### src/rtl/snake_pkg.sv
// Shared snake game codes: directions, FSM states, and direction helpers.
// Used by the tick controller and the display datapath.
package snake_pkg;

    typedef enum logic [1:0] {
        DIR_R = 2'b00,
        DIR_D = 2'b01,
        DIR_L = 2'b10,
        DIR_U = 2'b11
    } dir_t;

    typedef enum logic [1:0] {
        ST_IDLE  = 2'b00,
        ST_RUN   = 2'b01,
        ST_PAUSE = 2'b10,
        ST_OVER  = 2'b11
    } state_t;

    localparam logic [1:0] SPEED_MAX = 2'd3;
    localparam logic [7:0] SCORE_MAX = 8'hFF;

    function automatic dir_t dir_opp(dir_t d);
        return dir_t'(d ^ 2'b10);
    endfunction

    function automatic dir_t btn_decode(logic [2:0] b);
        dir_t d;
        d = DIR_R;
        unique case (1'b1)
            !b[2]:                   d = DIR_L;
            b[2] && b[1:0] == 2'b01: d = DIR_U;
            b[2] && b[1:0] == 2'b10: d = DIR_D;
            default:                 d = DIR_R;
        endcase
        return d;
    endfunction

endpackage

### src/rtl/snake_tick_ctrl_if.sv
// Controller <-> datapath link: advance/clear strobes, direction,
// and the collision / food pulses coming back.
interface snake_tick_ctrl_if;
    import snake_pkg::*;

    logic step;
    logic clr;
    dir_t dir;
    logic collide;
    logic eat;

    modport master (
        output step,
        output clr,
        output dir,
        input  collide,
        input  eat
    );

    modport slave (
        input  step,
        input  clr,
        input  dir,
        output collide,
        output eat
    );

endinterface

### src/rtl/snake_tick_gen.sv
// Game-step prescaler: freezable counter with a speed-shifted
// terminal count and a one-cycle wrap strobe.
module snake_tick_gen #(
    parameter int TICK_DIV = 33554432
) (
    input  logic       clk,
    input  logic       rst,
    input  logic       clear,
    input  logic       run,
    input  logic       hold,
    input  logic [1:0] speed,
    output logic       wrap
);

    localparam int CW = (TICK_DIV > 1) ? $clog2(TICK_DIV) : 1;

    logic [CW-1:0] cnt;
    logic [31:0]   term;
    logic [31:0]   cnt_w;
    logic          hit;

    assign term  = 32'(TICK_DIV) >> speed;
    assign cnt_w = 32'(cnt);
    // >= so a speed-up that shrinks the period mid-count still wraps
    assign hit   = cnt_w >= term - 32'd1;
    assign wrap  = run & hit;

    // a wrap coinciding with hold still rolls over so resume starts fresh
    always_ff @(posedge clk) begin
        if (rst || clear) begin
            cnt <= '0;
        end else if (run && (!hold || hit)) begin
            cnt <= hit ? '0 : cnt + 1'b1;
        end
    end

endmodule

### src/rtl/snake_tick_ctrl.sv
// Snake game controller: FSM, direction latch, scoring, step timing.
// Define SNAKE_SPEEDUP_EN to raise speed every EAT_PER_LEVEL eats.
module snake_tick_ctrl
    import snake_pkg::*;
#(
    parameter int TICK_DIV      = 33554432,
    parameter int EAT_PER_LEVEL = 4
) (
    input  logic              clk,
    input  logic              rst,
    input  logic [2:0]        button,
    input  logic              start,
    input  logic              pause,
    output logic [1:0]        state,
    output logic [7:0]        score,
    output logic [1:0]        speed,
    snake_tick_ctrl_if.master dp
);

    state_t     st_q, st_n;
    dir_t       dir_q, dir_n, pend_q, dir_cmt;
    logic [7:0] score_q, score_n;
    logic [1:0] spd;
    logic       step_q;
    logic       wrap;
    logic       run;
    logic       clr_c;
    logic       clear_tick;
    logic       hon;

`ifdef SNAKE_SPEEDUP_EN
    localparam int LW = (EAT_PER_LEVEL > 1) ? $clog2(EAT_PER_LEVEL) : 1;
    logic [1:0]    spd_q, spd_n;
    logic [LW-1:0] lvl_q, lvl_n;
    assign spd = spd_q;
`else
    assign spd = 2'd0;
`endif

    assign run = (st_q == ST_RUN);
    assign hon = step_q;

    snake_tick_gen #(
        .TICK_DIV(TICK_DIV)
    ) u_tick (
        .clk  (clk),
        .rst  (rst),
        .clear(clear_tick),
        .run  (run),
        .hold (pause),
        .speed(spd),
        .wrap (wrap)
    );

    // reversing onto the body is refused; keep heading instead
    assign dir_cmt = (pend_q == dir_opp(dir_q)) ? dir_q : pend_q;

    assign dp.step = wrap & ~rst;
    assign dp.clr  = clr_c & ~rst;
    assign dp.dir  = dp.step ? dir_cmt : dir_q;

    assign state = st_q;
    assign score = score_q;
    assign speed = spd;

    always_comb begin
        st_n       = st_q;
        dir_n      = dir_q;
        score_n    = score_q;
        clr_c      = 1'b0;
        clear_tick = 1'b0;
`ifdef SNAKE_SPEEDUP_EN
        spd_n      = spd_q;
        lvl_n      = lvl_q;
`endif
        unique case (st_q)
            ST_IDLE: begin
                if (start) begin
                    st_n       = ST_RUN;
                    clr_c      = 1'b1;
                    clear_tick = 1'b1;
                end
            end
            ST_RUN: begin
                if (wrap) dir_n = dir_cmt;
                if (hon && dp.collide) begin
                    st_n = ST_OVER;
                end else begin
                    if (pause) st_n = ST_PAUSE;
                    if (hon && dp.eat) begin
                        if (score_q != SCORE_MAX)
                            score_n = score_q + 8'd1;
`ifdef SNAKE_SPEEDUP_EN
                        if (lvl_q == LW'(EAT_PER_LEVEL - 1)) begin
                            lvl_n = '0;
                            if (spd_q != SPEED_MAX)
                                spd_n = spd_q + 2'd1;
                        end else begin
                            lvl_n = lvl_q + 1'b1;
                        end
`endif
                    end
                end
            end
            ST_PAUSE: begin
                if (pause) st_n = ST_RUN;
            end
            ST_OVER: begin
                if (start) begin
                    st_n       = ST_IDLE;
                    clr_c      = 1'b1;
                    clear_tick = 1'b1;
                    score_n    = '0;
                    dir_n      = DIR_R;
`ifdef SNAKE_SPEEDUP_EN
                    spd_n      = '0;
                    lvl_n      = '0;
`endif
                end
            end
            default: st_n = ST_IDLE;
        endcase
    end

    always_ff @(posedge clk) begin
        if (rst) begin
            st_q    <= ST_IDLE;
            dir_q   <= DIR_R;
            pend_q  <= DIR_R;
            score_q <= '0;
            step_q  <= 1'b0;
`ifdef SNAKE_SPEEDUP_EN
            spd_q   <= '0;
            lvl_q   <= '0;
`endif
        end else begin
            st_q    <= st_n;
            dir_q   <= dir_n;
            pend_q  <= btn_decode(button);
            score_q <= score_n;
            step_q  <= dp.step;
`ifdef SNAKE_SPEEDUP_EN
            spd_q   <= spd_n;
            lvl_q   <= lvl_n;
`endif
        end
    end

endmodule

### src/flat_wrapper.sv
// flat-port wrapper written by rule: the top's interface ports become plain ports
module snake_tick_ctrl_flat import snake_pkg::*;
#(
    parameter int TICK_DIV      = 33554432,
    parameter int EAT_PER_LEVEL = 4
)
  (clk, rst, button, start, pause, state, score, speed, dp_step, dp_clr, dp_dir, dp_collide, dp_eat);
  snake_tick_ctrl_if dp_i ();
  input  logic clk;
  input  logic rst;
  input  logic [2:0] button;
  input  logic start;
  input  logic pause;
  output logic [1:0] state;
  output logic [7:0] score;
  output logic [1:0] speed;
  output wire logic [$bits(dp_i.step)-1:0] dp_step;
  output wire logic [$bits(dp_i.clr)-1:0] dp_clr;
  output wire logic [$bits(dp_i.dir)-1:0] dp_dir;
  input wire logic [$bits(dp_i.collide)-1:0] dp_collide;
  input wire logic [$bits(dp_i.eat)-1:0] dp_eat;
  assign dp_step = dp_i.step;
  assign dp_clr = dp_i.clr;
  assign dp_dir = dp_i.dir;
  assign dp_i.collide = dp_collide;
  assign dp_i.eat = dp_eat;
  snake_tick_ctrl #(.TICK_DIV(TICK_DIV), .EAT_PER_LEVEL(EAT_PER_LEVEL)) u_core (.clk(clk), .rst(rst), .button(button), .start(start), .pause(pause), .state(state), .score(score), .speed(speed), .dp(dp_i));
endmodule
### config.mk
export PLATFORM = sky130hd
export DESIGN_NAME = snake_tick_ctrl_flat
export DESIGN_NICKNAME = d
export VERILOG_FILES = /design/src/rtl/snake_pkg.sv /design/src/rtl/snake_tick_ctrl_if.sv /design/src/rtl/snake_tick_gen.sv /design/src/rtl/snake_tick_ctrl.sv /design/src/flat_wrapper.sv
export SDC_FILE = /design/constraint.sdc
export NUM_CORES = 1
export LEC_CHECK = 0
export ABC_AREA = 1
export BUFFER_PORTS_ARGS = -buffer_cell sky130_fd_sc_hd__buf_2
export CORE_MARGIN = 2
export CORE_UTILIZATION = 40
export DETAILED_ROUTE_END_ITERATION = 6
export PLACE_DENSITY = 0.53
export REMOVE_ABC_BUFFERS = 1
export SLEW_MARGIN = 20
export SYNTH_ARGS = -nofsm -noshare
export SYNTH_HDL_FRONTEND = slang
export SYNTH_HIERARCHICAL = 1
export SYNTH_SLANG_ARGS = --single-unit
### constraint.sdc
create_clock -name clk -period 3 [get_ports clk]
set_input_delay 0.45 -clock clk [delete_from_list [all_inputs] [get_ports clk]]
set_output_delay 0.45 -clock clk [all_outputs]
set_load 0.02 [all_outputs]
==> run_results.csv, run 1 <==
group,metric,value,unit
clock_tree,cts.clk_slew.worst_paths,90,ps
floorplan,dieHeight,87.6,um
route,drcViolationCount,0,
power_and_ir_drop,peakVddDrop,0.355,mV
floorplan,coreArea,6790,um2
clock_tree,cts-buffers-inserted,5,
route,vias_per_cell,4.66,
route,ant_nets,0,
sta,maxSlewViolCount,0,
placed_design,place_inst,542,
clock_tree,cts_root_buffer,"clkbuf_8",
synthesis,yosysWarnings,6,
clock_tree,htree_levels,2,
synthesis,syn_area_per_cell,6.55,um2
sta,min_period_over_period,91.4,%
cells_and_area,syn_to_final_growth,10.9,%
sta,hold_viol,0,
run_status,outcome,"finished, final reports clean",
setup_path,path_class,"flip-flop to output port",
global_routing,grt_pass1_vias,2394,
power_and_ir_drop,total_leakage_power,1.29,nW
clock_tree,cts.sinks,40,
sta,rsz0062_at_grt,"false",
placed_design,place.gp.congestion,0.800,
synthesis,netlist_instances,427,
placed_design,detailed_place_hpwl,4490,um
floorplan,dieArea,7680,um2
global_routing,grt_start_max_net_pins,25,
global_routing,grt_pass1_wl,11200,um
route,vias,2564,
route,drt-total-wl,6290,um
setup_path,cp-start-kind,"flip-flop",
placed_design,numPortBuffers,22,
global_routing,grt_usage,18.3,%
setup_path,critPathMaxFanout,5,
hold_path,hold_path.class,"input pin to flip-flop",
floorplan,io_pins,25,
cells_and_area,drive_above_1_share,16.7,%
floorplan,std_cell_rows,30,
clock_tree,tritoncts,"built",
route,wl_per_cell,11.4,um
sta,finalSetupViolCount,0,
clock_tree,clk_latency,300,ps
floorplan,chipWidth,87.6,um
synthesis,ys_seq_area_share,28.6,%
route,first_pass_iters,4,
synthesis,synthesis.area,2800,um2
cells_and_area,fin_cells,550,
global_routing,grt_overflow,0,
sta,fin_crit,2740,ps
synthesis,ys_types,37,
clock_tree,clk_path_buf_depth,2,
power_and_ir_drop,power_density,537,nW/um2
cells_and_area,nNetsFinal,472,
sta,skew,8.25,ps
synthesis,ys_seq_elements,40,
setup_path,crit_arrival,2290,ps
clock_tree,cts_setup_buffers,0,
setup_path,required,2550,ps
setup_path,crit_path_end_kind,"output port",
route,drt_iter0_markers,162,
sta,fmax,365,MHz
global_routing,antenna_found_initial,0,
floorplan,initial_utilization,41.2,%
cells_and_area,antennaDiodeCount,0,
sta,tns,0,ps
run,cap_violations,0,
[cells in the mapped netlist, drive strengths merged]
master | instances | area (um2)
nor3b | 1 | 7.51
a21o | 1 | 7.51
ha | 10 | 125
nand3 | 25 | 148
clkbuf | 2 | 7.51
o21bai | 3 | 22.5
xor2 | 10 | 87.6
o211ai | 1 | 7.51
o21ai | 7 | 35.0
nand2 | 133 | 561
buf | 10 | 91.3
a21oi | 36 | 221
dfxtp | 40 | 801
nand4 | 12 | 75.1
inv | 46 | 173
or2 | 2 | 12.5
mux2 | 1 | 11.3
nor2 | 75 | 323
nor3 | 6 | 30.0
xnor2 | 3 | 26.3
clkinv | 2 | 20.0
conb | 1 | 3.75
[flip-flops by register name, indices dropped and copies added, names as in the netlist]
register and flops:
u_core/dir_q 2, u_core/u_tick/cnt 25, u_core/hon 1, u_core/state 2, u_core/pend_q 2, u_core/score 8
[kinds of logic (layout without fill, tap and decap cells)]
family | Yosys count | in the layout | share of synthesized area [%]
AOI/OAI and AO/OA | 48 | 48 | 10.5
xor gates and xnor gates | 13 | 13 | 4.07
adders and majority gates | 10 | 10 | 4.47
buffers and inverters | 60 | 81 | 10.4
DFF | 40 | 40 | 28.6
muxes | 1 | 1 | 0.403
other | 1 | 7 | 0.134
and+or+nand+nor | 254 | 254 | 41.3
[metrics by stage]
stage / cell area (um2) / util, % / power, mW / hold slack [ps] / worst slack [ps]
after CTS: 3080 / 45.3 / 1.69 / 324 / 78.1
after detailed placement: 2970 / 43.8 / 1.23 / 469 / 420
final: 3100 / 45.6 / 1.67 / 336 / 259
after global placement: 2970 / 43.8 / 1.23 / 470 / 485
after global routing: 3100 / 45.6 / 1.80 / 324 / 32.1
after floorplan: 2720 / - / 1.05 / 447 / 240
[final cells by class]
class                      count  area (um2)
clock buffer                   6        72.6
clock inverter                 2        35.0
fill                         705        3690
inverter                      48         193
multi-input combinational    333        1750
sequential                    40         801
tap                           96         120
timing repair buffer          25         133
[metal layers]
layer | GRT usage [%] | vias to the layer above | routed length, um
li1 | - | 1389 | -
met1 | 26.7 | 1126 | 3240
met2 | 27.4 | 46 | 2720
met3 | 3.68 | 3 | 304
met4 | 5.03 | 0 | 27
met5 | 0 | - | 0
[critical path, cell delays in order (launching register included)]
cell and delay (ps):
dfxtp_1 420, ha_4 180, inv_1 60, nor2_4 160, nand2_4 90, nor2_8 140
nand2_4 70, nand2_2 70, nand2_1 50, inv_1 70, inv_1 70, nor2_4 120
mux2_2 340, buf_2 160
[final timing paths]
| path | startpoint | end | slack (ps) | cells after the start |
|---|---|---|---|---|
| setup / recovery | u_core/u_tick/cnt[0] | dp_dir[0] | 260 | 13 |
| hold / removal | button[2] | u_core/pend_q[1] | 340 | 2 |
| setup reg to reg | u_core/u_tick/cnt[23] | u_core/u_tick/cnt[2] | 1060 | 11 |
| hold reg to reg | u_core/dir_q[1] | u_core/dir_q[1] | 490 | 2 |
[power by group]
| part | internal (mW) | leakage (nW) | switching, mW |
|---|---|---|---|
| logic | 0.174 | 0.914 | 0.435 |
| registers | 0.570 | 0.324 | 0.0406 |
| clock network | 0.247 | 0.0552 | 0.200 |
| total | 0.991 | 1.29 | 0.675 |
[cells in the final DEF, fill, tap and decap left out, types with 4 or more instances in the layout]
cell | synthesis | routed
nand4_1 | 12 | 12
a21oi_1 | 25 | 25
nand2_1 | 118 | 118
nor2_2 | 4 | 4
o21ai_0 | 6 | 6
buf_2 | 3 | 22
ha_1 | 10 | 9
inv_1 | 44 | 44
nor3_1 | 6 | 6
nand2_2 | 12 | 12
xor2_1 | 10 | 10
clkbuf_8 | 0 | 5
nor2_1 | 68 | 67
dfxtp_1 | 40 | 40
conb_1 | 1 | 7
a21oi_2 | 11 | 11
nand3_1 | 22 | 22
[what timing repair did]
action	in CTS	in global routing
setup endpoints to repair	0	2
hold buffers	0	0
gates resized for setup	0	4
Power figures use the tool's default switching activity.
==> inputs of run 2 (changes only) <==
--- a/config.mk
+++ b/config.mk
@@ -15,5 +15,4 @@
 export SLEW_MARGIN = 20
 export SYNTH_ARGS = -nofsm -noshare
 export SYNTH_HDL_FRONTEND = slang
-export SYNTH_HIERARCHICAL = 1
 export SYNTH_SLANG_ARGS = --single-unit
==> run 2 against run 1 <==
- clock skew about the same
- non-clock buffer count did not move
- design area is 0.44% higher
- clock power grew 19%
==> run_results.csv, run 2 <==
group,metric,value,unit
synthesis,synth_top_cell_by_area,"dfxtp_1",
clock_tree,clk_path_buf_depth,2,
floorplan,dieArea,7770,um2
route,vias_per_cell,4.86,
cells_and_area,largest_register_ffs,25,
setup_path,crit_path_end_kind,"output port",
setup_path,critPathMaxFanout,7,
clock_tree,tritoncts,"built",
placed_design,place.gp.congestion,0.880,
sta,fin_ws,300,ps
clock_tree,cts_root_buffer,"clkbuf_8",
synthesis,yosys-top-cells-count,"nand2_1, nor2_1, inv_1, nand3_1, dfxtp_1",
sta,min_period_over_period,90.0,%
power_and_ir_drop,peakVddDrop,0.257,mV
synthesis,synth_top_area_share,28.3,%
sta,finalSetupViolCount,0,
global_routing,antenna_found_initial,0,
sta,hold_viol,0,
cells_and_area,drive_above_1_share,18.6,%
power_and_ir_drop,totalPowerFinal,1.89,mW
sta,maxSlewViolCount,0,
setup_path,rr_worst_depth,10,
setup_path,crit_arrival,2250,ps
clock_tree,cts.clk_slew.worst_paths,90,ps
sta,fin_hold_ws,338,ps
clock_tree,clk_latency,300,ps
floorplan,initial_utilization,41.5,%
cells_and_area,most-common-layout-cells,"nand2_1, nor2_1, inv_1, nand3_1, dfxtp_1",
floorplan,coreArea,6830,um2
synthesis,synthTopCellsByArea,"dfxtp_1, nand2_1, nor2_1",
cells_and_area,largest-register,"u_core.u_tick.cnt",
placed_design,numPortBuffers,22,
hold_path,hold_path_depth,2,
synthesis,ys_seq_area_share,28.3,%
synthesis,synth_edf_count,0,
global_routing,grt_pass1_vias,2501,
run_status,outcome,"finished, final reports clean",
synthesis,synthesis.area,2830,um2
placed_design,dp_slack,620,ps
route,wl_per_cell,12.6,um
floorplan,std_cell_rows,30,
run,cap_violations,0,
cells_and_area,final_common_cell,"nand2_1",
route,vias,2741,
cells_and_area,syn_to_final_growth,9.89,%
global_routing,grt_start_max_net_pins,25,
clock_tree,cts-buffers-inserted,5,
setup_path,path_class,"flip-flop to output port",
placed_design,detailed_place_hpwl,5330,um
power_and_ir_drop,total_leakage_power,1.27,nW
setup_path,cp-start-kind,"flip-flop",
floorplan,chipWidth,88.2,um
cells_and_area,nNetsFinal,484,
synthesis,netlist_instances,447,
power_and_ir_drop,power_density,607,nW/um2
route,first_pass_iters,5,
route,ant_nets,0,
floorplan,io_pins,25,
synthesis,synthArstFlopShare,0,%
clock_tree,htree_levels,2,
sta,skew,8.53,ps
global_routing,grt_overflow,0,
sta,fin_crit,2700,ps
synthesis,ys_types,31,
hold_path,hold_path.class,"input pin to flip-flop",
global_routing,grt_usage,19.8,%
sta,fmax,370,MHz
floorplan,dieHeight,88.2,um
route,drt-total-wl,7090,um
route,drt_iter0_markers,146,
synthesis,yosysWarnings,0,
setup_path,required,2550,ps
clock_tree,cts_resized,0,
sta,tns,0,ps
synthesis,synthFlopType,"dfxtp_1",
global_routing,grt_pass1_wl,12000,um
clock_tree,cts_setup_buffers,0,
clock_tree,cts.sinks,40,
cells_and_area,antennaDiodeCount,0,
clock_tree,cts_hold_buf,0,
synthesis,ys_seq_elements,40,
synthesis,syn_area_per_cell,6.34,um2
synthesis,yosysMostFrequentCell,"nand2_1",
route,drcViolationCount,0,
sta,rsz0062_at_grt,"false",
[run 2: final timing paths]
path	startpoint	endpoint	slack, ps
max	u_core.u_tick.cnt[0]	dp_step	300
min reg2reg	u_core.u_tick.cnt[1]	u_core.u_tick.cnt[1]	490
max reg2reg	u_core.u_tick.cnt[0]	u_core.u_tick.cnt[8]	910
min	button[2]	u_core.pend_q[1]	340
[run 2: final cells by class]
cell class                      count  area [um2]
Clock inverter                      2        60.1
Fill cell                         774        3720
Sequential cell                    40         801
Tap cell                           96         120
Clock buffer                        5        68.8
Inverter                           64         240
Multi-Input combinational cell    332        1690
Timing Repair Buffer               25         133
[run 2: per-layer routing]
| layer | share of wire [%] | global-route usage (%) | vias to the layer above |
|---|---|---|---|
| li1 | - | - | 1450 |
| met1 | 51 | 29.3 | 1230 |
| met2 | 43 | 29.9 | 54 |
| met3 | 4.3 | 2.45 | 7 |
| met4 | 1.2 | 5.79 | 0 |
| met5 | 0 | 0 | - |
[run 2: per-stage QoR]
step,area (um2),utilization (%),cells
final,3110,45.6,564
after global routing,3110,45.6,564
after CTS,3110,45.6,564
after detailed placement,2990,43.7,557
after global placement,2990,43.7,557
after floorplan,2730,-,436
[run 2: cell families (layout without fill, tap and decap cells)]
logic type,count (synthesis),after routing,synth area share (%)
simple gates,278,278,46.3
fa+ha+maj,7,7,3.09
buf+inv,76,96,12.2
flops,40,40,28.3
other cells,1,2,0.132
xor+xnor,3,3,0.927
compound gates,42,42,9.10
[run 2: worst max-delay path, stage by stage, from the launching register on]
cell and delay (ps):
dfxtp_1 370, ha_1 190, nand2_1 110, nor2_4 190, nand2_1 70, inv_1 140
nand2_1 150, nor2_1 160, nand3_1 90, o21ai_0 100, nand2_1 100, nor2_1 110
buf_2 170
[run 2: power breakdown]
part	total (mW)	switching, mW	internal, mW	leakage (nW)
Combinational	0.708	0.494	0.214	0.882
Sequential	0.651	0.0641	0.587	0.324
Clock	0.530	0.203	0.328	0.0642
Total	1.89	0.760	1.13	1.27
==> inputs of run 3 (changes only) <==
--- a/config.mk
+++ b/config.mk
@@ -8,9 +8,9 @@
 export ABC_AREA = 1
 export BUFFER_PORTS_ARGS = -buffer_cell sky130_fd_sc_hd__buf_2
 export CORE_MARGIN = 2
-export CORE_UTILIZATION = 40
+export CORE_UTILIZATION = 35
 export DETAILED_ROUTE_END_ITERATION = 6
-export PLACE_DENSITY = 0.53
+export PLACE_DENSITY = 0.48
 export REMOVE_ABC_BUFFERS = 1
 export SLEW_MARGIN = 20
 export SYNTH_ARGS = -nofsm -noshare
==> run 3 against run 2 <==
- register-to-register slack about the same
- hold slack improved by 13 ps
- power decreased by 2.4%
- critical endpoint unchanged
- core utilization down 5.5 points
- sequential share of layout area did not move
- largest cell class unchanged
- clock skew fell by 3.4 ps
- setup slack lost 24 ps
==> run_results.csv, run 3 (synthesized netlist as in run 2, its figures left out) <==
group,metric,value,unit
run_status,outcome,"finished, final reports clean",
setup_path,critPathTopFamily,"simple AND/OR/NAND/NOR gates",
route,vias_per_cell,4.87,
cells_and_area,num-fill-cells,884,
global_routing,grt_usage,17.9,%
floorplan,initial_utilization,36.5,%
route,drt_iter0_markers,131,
sta,tns,0,ps
floorplan,std_cell_rows,32,
sta,rsz0062_at_grt,"false",
route,drt-total-wl,7360,um
floorplan,dieArea,8830,um2
cells_and_area,syn_to_final_growth,9.89,%
sta,fmax,367,MHz
setup_path,crit_arrival,2270,ps
sta,hold_viol,0,
route,ant_nets,0,
setup_path,cp-start-kind,"flip-flop",
floorplan,dieHeight,94.0,um
global_routing,grt_pass1_vias,2572,
setup_path,path_cells,"ha_1, nand2_1, nor2_4, nand2_1, inv_1, nand2_1, nor2_1, nand3_1, o21ai_0, nand2_1, nor2_1, buf_2",
sta,min_period_over_period,90.8,%
cells_and_area,largest-register,"u_core.u_tick.cnt",
clock_tree,cts.clk_slew.worst_paths,90,ps
route,drcViolationCount,0,
sta,finalSetupViolCount,0,
setup_path,crit_slowest_cell,"dfxtp_1",
setup_path,path_class,"flip-flop to output port",
setup_path,cp_slowest_stage_delay,380,ps
placed_design,numPortBuffers,22,
setup_path,critPathMaxFanout,7,
global_routing,grt_pass1_wl,12500,um
clock_tree,cts_resized,0,
global_routing,grt_start_max_net_pins,25,
cells_and_area,antennaDiodeCount,0,
clock_tree,cts_hold_buf,0,
route,wl_per_cell,12.9,um
clock_tree,clk_latency,300,ps
clock_tree,cts_setup_buffers,0,
setup_path,crit_top_cell,"nand2_1",
cells_and_area,regArea,801,um2
setup_path,crit_path_end_kind,"output port",
cells_and_area,post-route-util,40.1,%
clock_tree,tritoncts,"built",
route,vias,2779,
floorplan,coreArea,7770,um2
power_and_ir_drop,peakVddDrop,0.230,mV
sta,fin_crit,2720,ps
cells_and_area,final_common_cell,"nand2_1",
sta,skew,5.17,ps
setup_path,critPathBufInv,2,
clock_tree,cts_root_buffer,"clkbuf_8",
hold_path,hold_path.class,"input pin to flip-flop",
floorplan,io_pins,25,
cells_and_area,most-common-layout-cells,"nand2_1, nor2_1, inv_1, nand3_1, dfxtp_1",
clock_tree,cts.sinks,40,
power_and_ir_drop,total_leakage_power,1.27,nW
run,cap_violations,0,
global_routing,grt_overflow,0,
placed_design,detailed_place_hpwl,5510,um
clock_tree,cts-buffers-inserted,5,
clock_tree,htree_levels,2,
global_routing,antenna_found_initial,0,
cells_and_area,largest_register_ffs,25,
clock_tree,clk_path_buf_depth,2,
cells_and_area,nNetsFinal,484,
cells_and_area,multi_input_area,1690,um2
floorplan,chipWidth,94.0,um
power_and_ir_drop,power_density,592,nW/um2
cells_and_area,drive_above_1_share,18.8,%
placed_design,place.gp.congestion,0.891,
route,first_pass_iters,5,
sta,maxSlewViolCount,0,
setup_path,required,2550,ps
==> run 3: final cells by class <==
cell class / count / share of cell area [%]
Multi-Input combinational cell: 332 / 54.3
Clock buffer: 6 / 2.65
Tap cell: 102 / 4.10
Inverter: 64 / 7.71
Timing Repair Buffer: 25 / 4.26
Sequential cell: 40 / 25.7
Clock inverter: 2 / 1.25
==> run 3: per-stage QoR <==
step	hold slack, ps	std cells	worst slack, ps	power (mW)	cell area, um2
detailed placement	476	563	593	1.37	2990
floorplan	453	436	526	1.16	2730
finish	351	571	275	1.84	3110
CTS	341	571	227	1.87	3110
global placement	474	563	693	1.38	2990
global route	346	571	16.9	1.99	3110
==> run 3: path summary, 6_finish.rpt <==
path / from / end / slack, ps / cells after the start
worst max-delay path: u_core.u_tick.cnt[0] / dp_step / 280 / 12
worst min-delay path: button[2] / u_core.pend_q[1] / 350 / 2
worst max register to register: u_core.u_tick.cnt[0] / u_core.u_tick.cnt[8] / 900 / 10
worst min register to register: u_core.u_tick.cnt[1] / u_core.u_tick.cnt[1] / 490 / 2
==> run 3: metal layers <==
layer	global-route usage (%)	vias to the layer above	wire length [um]
met5	0	-	0
met4	3.62	0	64
met2	28.6	52	3300
met1	25.4	1267	3740
met3	2.89	6	253
li1	-	1454	-
==> run 3: power breakdown <==
part           total, mW  switching (mW)  internal (mW)
clock network      0.489           0.216          0.273
logic              0.706           0.491          0.215
registers          0.650          0.0634          0.587
